==> config.mk <==
export PLATFORM = sky130hd
export DESIGN_NAME = ps2_scancode_ctrl
export DESIGN_NICKNAME = d
export VERILOG_FILES = /design/src/rtl/ps2_scancode_ctrl.sv
export SDC_FILE = /design/constraint.sdc
export NUM_CORES = 1
export LEC_CHECK = 0
export ABC_AREA = 1
export CAP_MARGIN = 20
export CORE_MARGIN = 3
export CORE_UTILIZATION = 30
export CTS_CLUSTER_DIAMETER = 60
export DETAILED_ROUTE_END_ITERATION = 10
export PLACE_DENSITY_LB_ADDON = 0.3
export SYNTH_ARGS = -nofsm -noshare
export SYNTH_HDL_FRONTEND = slang
export SYNTH_SLANG_ARGS = --single-unit
==> constraint.sdc <==
create_clock -name i_clk -period 1.7 [get_ports i_clk]
set_clock_uncertainty 0.05 [all_clocks]
set_input_delay 0.255 -clock i_clk [delete_from_list [all_inputs] [get_ports i_clk]]
set_output_delay 0.255 -clock i_clk [all_outputs]
set_load 0.05 [all_outputs]
==> src/rtl/ps2_scancode_ctrl.sv <==
// ps2_scancode_ctrl
//   Sequences the PS/2 byte receiver and turns its raw bytes into key events.
//   A falling PS/2 clock edge with the data line low marks a frame start. The
//   receiver is kicked with a one-cycle start pulse and a watchdog runs until
//   a byte strobe arrives. E0/F0 prefix bytes are folded into a single
//   {code, extended, release} event. Events are queued in a small FIFO that
//   the consumer drains with a valid/ready handshake.
//
// Ports
//   i_clk                    system clock
//   i_rst                    synchronous active-high reset
//   i_ps2_clk_negedge        one-cycle pulse on a synchronised PS/2 clock fall
//   i_ps2_data               synchronised PS/2 data line
//   i_rx_data[7:0]           byte from the receiver
//   i_rx_data_strb           one-cycle byte-valid strobe from the receiver
//   o_start_receiving_data   one-cycle pulse: receiver begins a frame
//   o_rx_abort               one-cycle pulse: receiver must return to idle
//   o_key_code[7:0]          head event scan code, prefixes stripped
//   o_key_extended           head event was preceded by E0
//   o_key_release            head event was preceded by F0
//   o_key_valid              FIFO holds at least one event
//   i_key_ready              consumer takes the head when valid and ready
//   o_timeout_err            one-cycle pulse when the watchdog fires
//   o_overflow               sticky: an event was dropped on a full FIFO
module ps2_scancode_ctrl #(
    parameter int TIMEOUT_CYCLES = 20000,
    parameter int FIFO_DEPTH     = 4
) (
    input  logic       i_clk,
    input  logic       i_rst,
    input  logic       i_ps2_clk_negedge,
    input  logic       i_ps2_data,
    input  logic [7:0] i_rx_data,
    input  logic       i_rx_data_strb,
    output logic       o_start_receiving_data,
    output logic       o_rx_abort,
    output logic [7:0] o_key_code,
    output logic       o_key_extended,
    output logic       o_key_release,
    output logic       o_key_valid,
    input  logic       i_key_ready,
    output logic       o_timeout_err,
    output logic       o_overflow
);

    localparam int TIMER_W = $clog2(TIMEOUT_CYCLES);
    localparam int PTR_W   = $clog2(FIFO_DEPTH);
    localparam logic [TIMER_W-1:0] TIMER_LAST = TIMER_W'(TIMEOUT_CYCLES - 1);

    typedef enum logic {
        IDLE,
        RECEIVE
    } state_t;

    state_t               r_state;
    state_t               w_nextState;
    logic [TIMER_W-1:0]   r_timer;
    logic                 r_start;
    logic                 w_frameStart;
    logic                 w_timeout;

    logic                 r_ext;
    logic                 r_rel;
    logic                 r_pushValid;
    logic [9:0]           r_pushEntry;

    logic [9:0]           r_mem [FIFO_DEPTH];
    logic [PTR_W:0]       r_wrPtr;
    logic [PTR_W:0]       r_rdPtr;
    logic                 r_overflow;
    logic                 w_empty;
    logic                 w_full;
    logic                 w_pop;
    logic                 w_push;

    // Next-state logic. The watchdog abort is combinational so it lands in
    // the very cycle the timer reaches its last value; a strobe in that same
    // cycle suppresses it because the frame completed in time.
    always_comb begin
        w_nextState  = r_state;
        w_frameStart = 1'b0;
        w_timeout    = 1'b0;
        case (r_state)
            IDLE: begin
                if (i_ps2_clk_negedge && !i_ps2_data) begin
                    w_frameStart = 1'b1;
                    w_nextState  = RECEIVE;
                end
            end
            RECEIVE: begin
                if (i_rx_data_strb) begin
                    w_nextState = IDLE;
                end else if (r_timer == TIMER_LAST) begin
                    w_timeout   = 1'b1;
                    w_nextState = IDLE;
                end
            end
            default: w_nextState = IDLE;
        endcase
    end

    // State register, watchdog timer and the registered start pulse, which
    // therefore coincides with the first RECEIVE cycle.
    always_ff @(posedge i_clk) begin
        if (i_rst) begin
            r_state <= IDLE;
            r_timer <= '0;
            r_start <= 1'b0;
        end else begin
            r_state <= w_nextState;
            r_start <= w_frameStart;
            if (w_frameStart) begin
                r_timer <= '0;
            end else if (r_state == RECEIVE) begin
                r_timer <= r_timer + TIMER_W'(1);
            end
        end
    end

    // Byte decode. Prefixes only set flags; a real code is staged for a push
    // one cycle later together with the flags that were pending when it
    // arrived. Keyboard error bytes and watchdog aborts discard prefixes.
    always_ff @(posedge i_clk) begin
        if (i_rst) begin
            r_ext       <= 1'b0;
            r_rel       <= 1'b0;
            r_pushValid <= 1'b0;
            r_pushEntry <= '0;
        end else begin
            r_pushValid <= 1'b0;
            if (i_rx_data_strb) begin
                case (i_rx_data)
                    8'hE0: r_ext <= 1'b1;
                    8'hF0: r_rel <= 1'b1;
                    8'h00, 8'hFF: begin
                        r_ext <= 1'b0;
                        r_rel <= 1'b0;
                    end
                    default: begin
                        r_pushValid <= 1'b1;
                        r_pushEntry <= {i_rx_data, r_ext, r_rel};
                        r_ext       <= 1'b0;
                        r_rel       <= 1'b0;
                    end
                endcase
            end else if (w_timeout) begin
                r_ext <= 1'b0;
                r_rel <= 1'b0;
            end
        end
    end

    // Pointers carry an extra wrap bit so full and empty are distinguishable
    // without a separate occupancy counter.
    assign w_empty = (r_wrPtr == r_rdPtr);
    assign w_full  = (r_wrPtr[PTR_W] != r_rdPtr[PTR_W]) &&
                     (r_wrPtr[PTR_W-1:0] == r_rdPtr[PTR_W-1:0]);
    assign w_pop   = !w_empty && i_key_ready;
    assign w_push  = r_pushValid && (!w_full || w_pop);

    // FIFO storage. A push into a full FIFO still succeeds when the head is
    // leaving in the same cycle; otherwise the event is dropped and the
    // sticky overflow flag records it. Storage is cleared on reset so the
    // head outputs read zero until the first event arrives.
    always_ff @(posedge i_clk) begin
        if (i_rst) begin
            r_wrPtr    <= '0;
            r_rdPtr    <= '0;
            r_overflow <= 1'b0;
            for (int i = 0; i < FIFO_DEPTH; i++) begin
                r_mem[i] <= '0;
            end
        end else begin
            if (w_push) begin
                r_mem[r_wrPtr[PTR_W-1:0]] <= r_pushEntry;
                r_wrPtr <= r_wrPtr + (PTR_W+1)'(1);
            end
            if (w_pop) begin
                r_rdPtr <= r_rdPtr + (PTR_W+1)'(1);
            end
            if (r_pushValid && w_full && !w_pop) begin
                r_overflow <= 1'b1;
            end
        end
    end

    assign o_start_receiving_data = r_start;
    assign o_rx_abort             = w_timeout;
    assign o_timeout_err          = w_timeout;
    assign {o_key_code, o_key_extended, o_key_release} = r_mem[r_rdPtr[PTR_W-1:0]];
    assign o_key_valid            = !w_empty;
    assign o_overflow             = r_overflow;

endmodule

**After elaboration in Yosys (flattened, before gate mapping)**

Memories as Yosys holds them, arrays and structs flattened. A register that Yosys moved wholly into a read port is not among the register bits.
Index checks and enable logic that the tools add are counted.

- Add/sub/neg operators: 3
- Equal/unequal tests: 9
- Muxes and demuxes: 24
- Bitwise gates (word level): 3
- Reductions and logical operators: 20

Operators with widths:

| cell | count |
|---|---|
| $eq A8 B8 Y1 const B | 3 |
| $mux W1 | 17 |
| $add A15 B1 Y15 const B | 1 |
| $eq A15 B15 Y1 const B | 1 |
| $mux W10 | 1 |
| $reduce_or A10 Y1 | 1 |
| $logic_not A8 Y1 | 1 |
| $add A3 B1 Y3 const B | 2 |
| $logic_and A1 B1 Y1 | 6 |
| $mux W2 | 3 |
| $pmux W1 S2 | 3 |
| $reduce_and A2 Y1 | 3 |
| $logic_not A1 Y1 | 4 |
| $ne A2 B2 Y1 const B | 2 |
| $reduce_or A2 Y1 | 2 |
| $reduce_or A4 Y1 | 1 |
| $eq A3 B3 Y1 | 1 |
| $not A1 Y1 | 3 |
| $eq A2 B2 Y1 | 1 |
| $reduce_bool A2 Y1 | 1 |
| $logic_or A1 B1 Y1 | 1 |
| $ne A1 B1 Y1 | 1 |

- Register bits: 37
- RAM bits: 40
- Output and inout bits: 15
- Word-level logic and storage cells: 70
- Memories: 1

Memories:

| name | depth | width | read ports | clocked after Yosys merged registers in | write ports | RTL line | source |
|---|---|---|---|---|---|---|---|
| r_mem | 4 | 10 | 1 | 1 | 4 | 67 | `logic [9:0] r_mem [FIFO_DEPTH];` |

**Depth between registers and ports, before layout**

- Depth after elaboration: 10
- Gate-level depth with buffers: 10

**Least setup slack after synthesis**

No wires, ideal clock.

- Path type: reg2reg
- From: register r_wrPtr[1]
- To: memory r_mem[3][0], enable pin
- Library setup time: 0.376 ns
- Arrival time: 1.383 ns
- Data required time: 1.274 ns
- Path slack: -0.109 ns
- Stages on the path, launching flop included: 9
- Path buffers: 0
- Clock period less this slack: 1.809 ns
- Cell sequence: dfxtp_1 > inv_1 > nand2_1 > nand2_1 > nor2_2 > nand2_2 > nand3_2 > nor2_1 > nor2_1

RTL lines:

| what | RTL line | source |
|---|---|---|
| start: declaration | 68 | `logic [PTR_W:0] r_wrPtr;` |
| start signal: assignment | 176 | `r_wrPtr <= r_wrPtr + (PTR_W+1)'(1);` |
| end: declaration | 67 |  |

**Final worst setup path**

- From: register r_timer[0]
- To: output port o_rx_abort

- Word-level cells in the longest chain between the ends: 4

Ends and longest elaborated chain:

| what | RTL line | source |
|---|---|---|
| start: declaration | 57 | `logic [TIMER_W-1:0] r_timer;` |
| start signal: assignment | 115 | `r_timer <= r_timer + TIMER_W'(1);` |
| $eq A15 B15 Y1 | 93 | `end else if (r_timer == TIMER_LAST) begin` |
| $mux W1 | 93 |  |
| $mux W1 | 91 | `if (i_rx_data_strb) begin` |
| $mux W1 | 83 | `case (r_state)` |
| end: declaration | 36 | `output logic o_rx_abort,` |

No other way between the ends.

==> impl_metrics.env <==
export IMPL_status="finished, violations left"
export IMPL_violations="negative setup slack"
export IMPL_slowest_stage="dfxtp_2"
export IMPL_dp_hpwl_um=5740
export IMPL_cp_start_kind="flop"
export IMPL_globalplace_congestion=0.8049
export IMPL_final_nets=527
export IMPL_rr_startpoint="r_wrPtr[0]"
export IMPL_grt_pass1_wl_um=13300
export IMPL_cts_sinks=79
export IMPL_cts_buffers=9
export IMPL_rows=39
export IMPL_arrival_ns=1.41
export IMPL_drc_errors=0
export IMPL_core_mm2=0.01156
export IMPL_setup_ws_ns=-0.01513
export IMPL_async_reset_ff_share_pct=0
export IMPL_power_total_w=0.005131
export IMPL_worst_slew_pin_slew_ns=0.4171
export IMPL_power_per_cell_area_mw_per_mm2=1048
export IMPL_syn_num_nets=461
export IMPL_crit_path_frequent_cell="nand3_4"
export IMPL_crit_fanout=2
export IMPL_portBuffers=28
export IMPL_drv_slew=0
export IMPL_grt_pass1_vias=2748
export IMPL_dr_total_vias=3009
export IMPL_holdPathStages=2
export IMPL_start_util_pct=31.08
export IMPL_grt_use_total_pct=12.43
export IMPL_synth_warnings=0
export IMPL_path_buf_inv=2
export IMPL_crit_family="flip-flops"
export IMPL_ys_seq_area_share_pct=55.13
export IMPL_htreeDepth=3
export IMPL_crit_required_ns=1.39
export IMPL_ir_worst_vdd_uv=513.1
export IMPL_fmax_ghz=0.5830
export IMPL_pre_cts_ws_ns=-0.2199
export IMPL_drv_cap=0
export IMPL_grt_max_degree=21
export IMPL_clk_root_buffer_cell="clkbuf_16"
export IMPL_slew_headroom_pct=71.90
export IMPL_hold_viol=0
export IMPL_finalSetupViolations=2
export IMPL_diodes=0
export IMPL_drive_gt1_share_pct=26.02
export IMPL_synth_avg_cell_area_um2=8.096
export IMPL_clk_latency_ns=0.33
export IMPL_drtPass1Iterations=5
export IMPL_netlist_cell_type_count=29
export IMPL_areaGrowthSynthToFinish_pct=36.16
export IMPL_crit_path_cell_trace="ha_4 > nand3_4 > nor2_4 > nand3_4 > clkinvlp_4 > buf_12"
export IMPL_clkTransAtPathRegs_ns=0.06
export IMPL_ys_seq_elements=79
export IMPL_die_area_mm2=0.01333
export IMPL_crit_start="r_timer[0]"
export IMPL_clockBufferDepth=2
export IMPL_leakage_nw=1.951
export IMPL_mostFrequentLayoutCell="nor2_1"
export IMPL_wl_um=8278
export IMPL_min_path_type="flop to flop"
export IMPL_syn_inst=444
export IMPL_crit_type="flop to primary output"
export IMPL_synth_area_mm2=0.003595
export IMPL_cp_depth=6
export IMPL_worstSetupEndpointType="primary output"
export IMPL_synth_edff_count=40
export IMPL_ant_nets=0
export IMPL_drtIter0Drc=152
export IMPL_via_per_inst=4.573
export IMPL_hold_start="o_overflow"
export IMPL_ios=29
export IMPL_final_period_utilization_pct=100.9
export IMPL_die_w_um=115.5
export IMPL_max_stage_delay_ns=0.36
export IMPL_wl_per_cell_um=12.58
export IMPL_final_cell_mix="107 x nor2_1, 76 x nand2_1, 45 x inv_1"
export IMPL_ys_flop_type="edfxtp_1"
export IMPL_fin_crit_ns=1.715
export IMPL_ff2ff_path_depth=10
export IMPL_rsz0062_at_grt="yes"
export IMPL_die_height_um=115.5
export IMPL_antenna_found_initial=0
export IMPL_grt_overflow=0
export IMPL_cts_tree="yes"
==> kinds of logic (layout without fill, tap and decap cells) <==
family                     count (synthesis)  count (layout)  synth area share, %
buffers and inverters                     64             134                7.518
xor gates and xnor gates                   3               3               0.7311
and+or+nand+nor                          238             239                27.05
DFF                                       79              79                55.13
adders and majority gates                  3               3                1.044
AOI/OAI and AO/OA                         57              57                8.528
==> worst reg2reg max path, cell delays in order (launching register included) <==
cell	delay [ns]
dfxtp_1	0.32
inv_1	0.08
nand2_1	0.05
nand2_1	0.10
nor2_4	0.05
nand2_2	0.11
nand3_4	0.12
nor2_4	0.11
nand2_1	0.09
nand2_2	0.09
buf_12	0.13
==> synthesized netlist by cell type, types with 3 or more instances <==
cell type / instances / area [um^2]
nor2_1: 117 / 439.2
nor2_2: 4 / 25.02
edfxtp_1: 40 / 1201
nand4_1: 4 / 25.02
dfxtp_1: 39 / 780.8
a21oi_1: 16 / 80.08
inv_1: 50 / 187.7
buf_6: 3 / 33.78
buf_2: 3 / 15.01
ha_1: 3 / 37.54
nand2_1: 81 / 304.0
o21ai_0: 27 / 135.1
o22ai_1: 10 / 62.56
clkbuf_1: 6 / 22.52
or2_2: 3 / 18.77
nand3_1: 22 / 110.1
==> sequential cells by signal (all words and copies together), names as in the netlist, named ones only <==
signal                  count
r_state                     1
r_pushEntry                10
o_start_receiving_data      1
r_wrPtr                     3
o_overflow                  1
r_pushValid                 1
r_timer                    15
r_ext                       1
r_rdPtr                     3
r_rel                       1
r_mem                      40
==> final timing paths <==
| check | end | slack [ns] |
|---|---|---|
| hold reg to reg | o_overflow | 0.40 |
| setup reg to reg | r_mem[0][7] | 0.13 |
| hold / removal | o_overflow | 0.40 |
| setup / recovery | o_rx_abort | -0.02 |
==> what timing repair did <==
item | in CTS | in global routing
hold buffers | 0 | 0
resized for setup | 38 | 46
cloned | 1 | 2
setup buffers | 7 | 4
pin swaps | 8 | 7
setup endpoints to repair | 12 | 94
==> metrics by stage <==
stage	hold slack [ns]	setup TNS, ns	util [%]	instances	cell area [um^2]
2_1_floorplan	0.3521	0	-	444	3666
3_3_place_gp	0.3958	-10.05	37.03	628	4283
3_5_place_dp	0.3939	-10.60	37.03	628	4283
4_1_cts	0.4040	-0.05616	40.71	652	4708
5_1_grt	0.4195	-0.5569	42.32	658	4895
6_report	0.4012	-0.02910	42.32	658	4895
==> report_power, final <==
part | internal, W | switching, W
clock network | 0.00114 | 0.000782
logic | 0.000402 | 0.000659
registers | 0.00209 | 0.0000606
total | 0.00363 | 0.00150
==> area by class of cell <==
class | instances | area [um^2]
clock buffers | 9 | 225.2
flip-flops and latches | 79 | 2007
repair buffers | 68 | 673.1
multi-input cells | 302 | 1540
well taps | 143 | 178.9
fillers | 1100 | 6670
clock inverters | 7 | 73.82
inverters | 50 | 196.4
==> per-layer routing <==
| layer | part of all wire [%] | wire length (um) | GRT usage (%) |
|---|---|---|---|
| met3 | 3.9 | 319 | 2.715 |
| met4 | 1.4 | 113 | 4.147 |
| met2 | 48 | 4003 | 19.75 |
| met1 | 46 | 3841 | 16.89 |
| met5 | 0 | 0 | 0 |
Note: power is estimated with default switching activity, not from simulation.
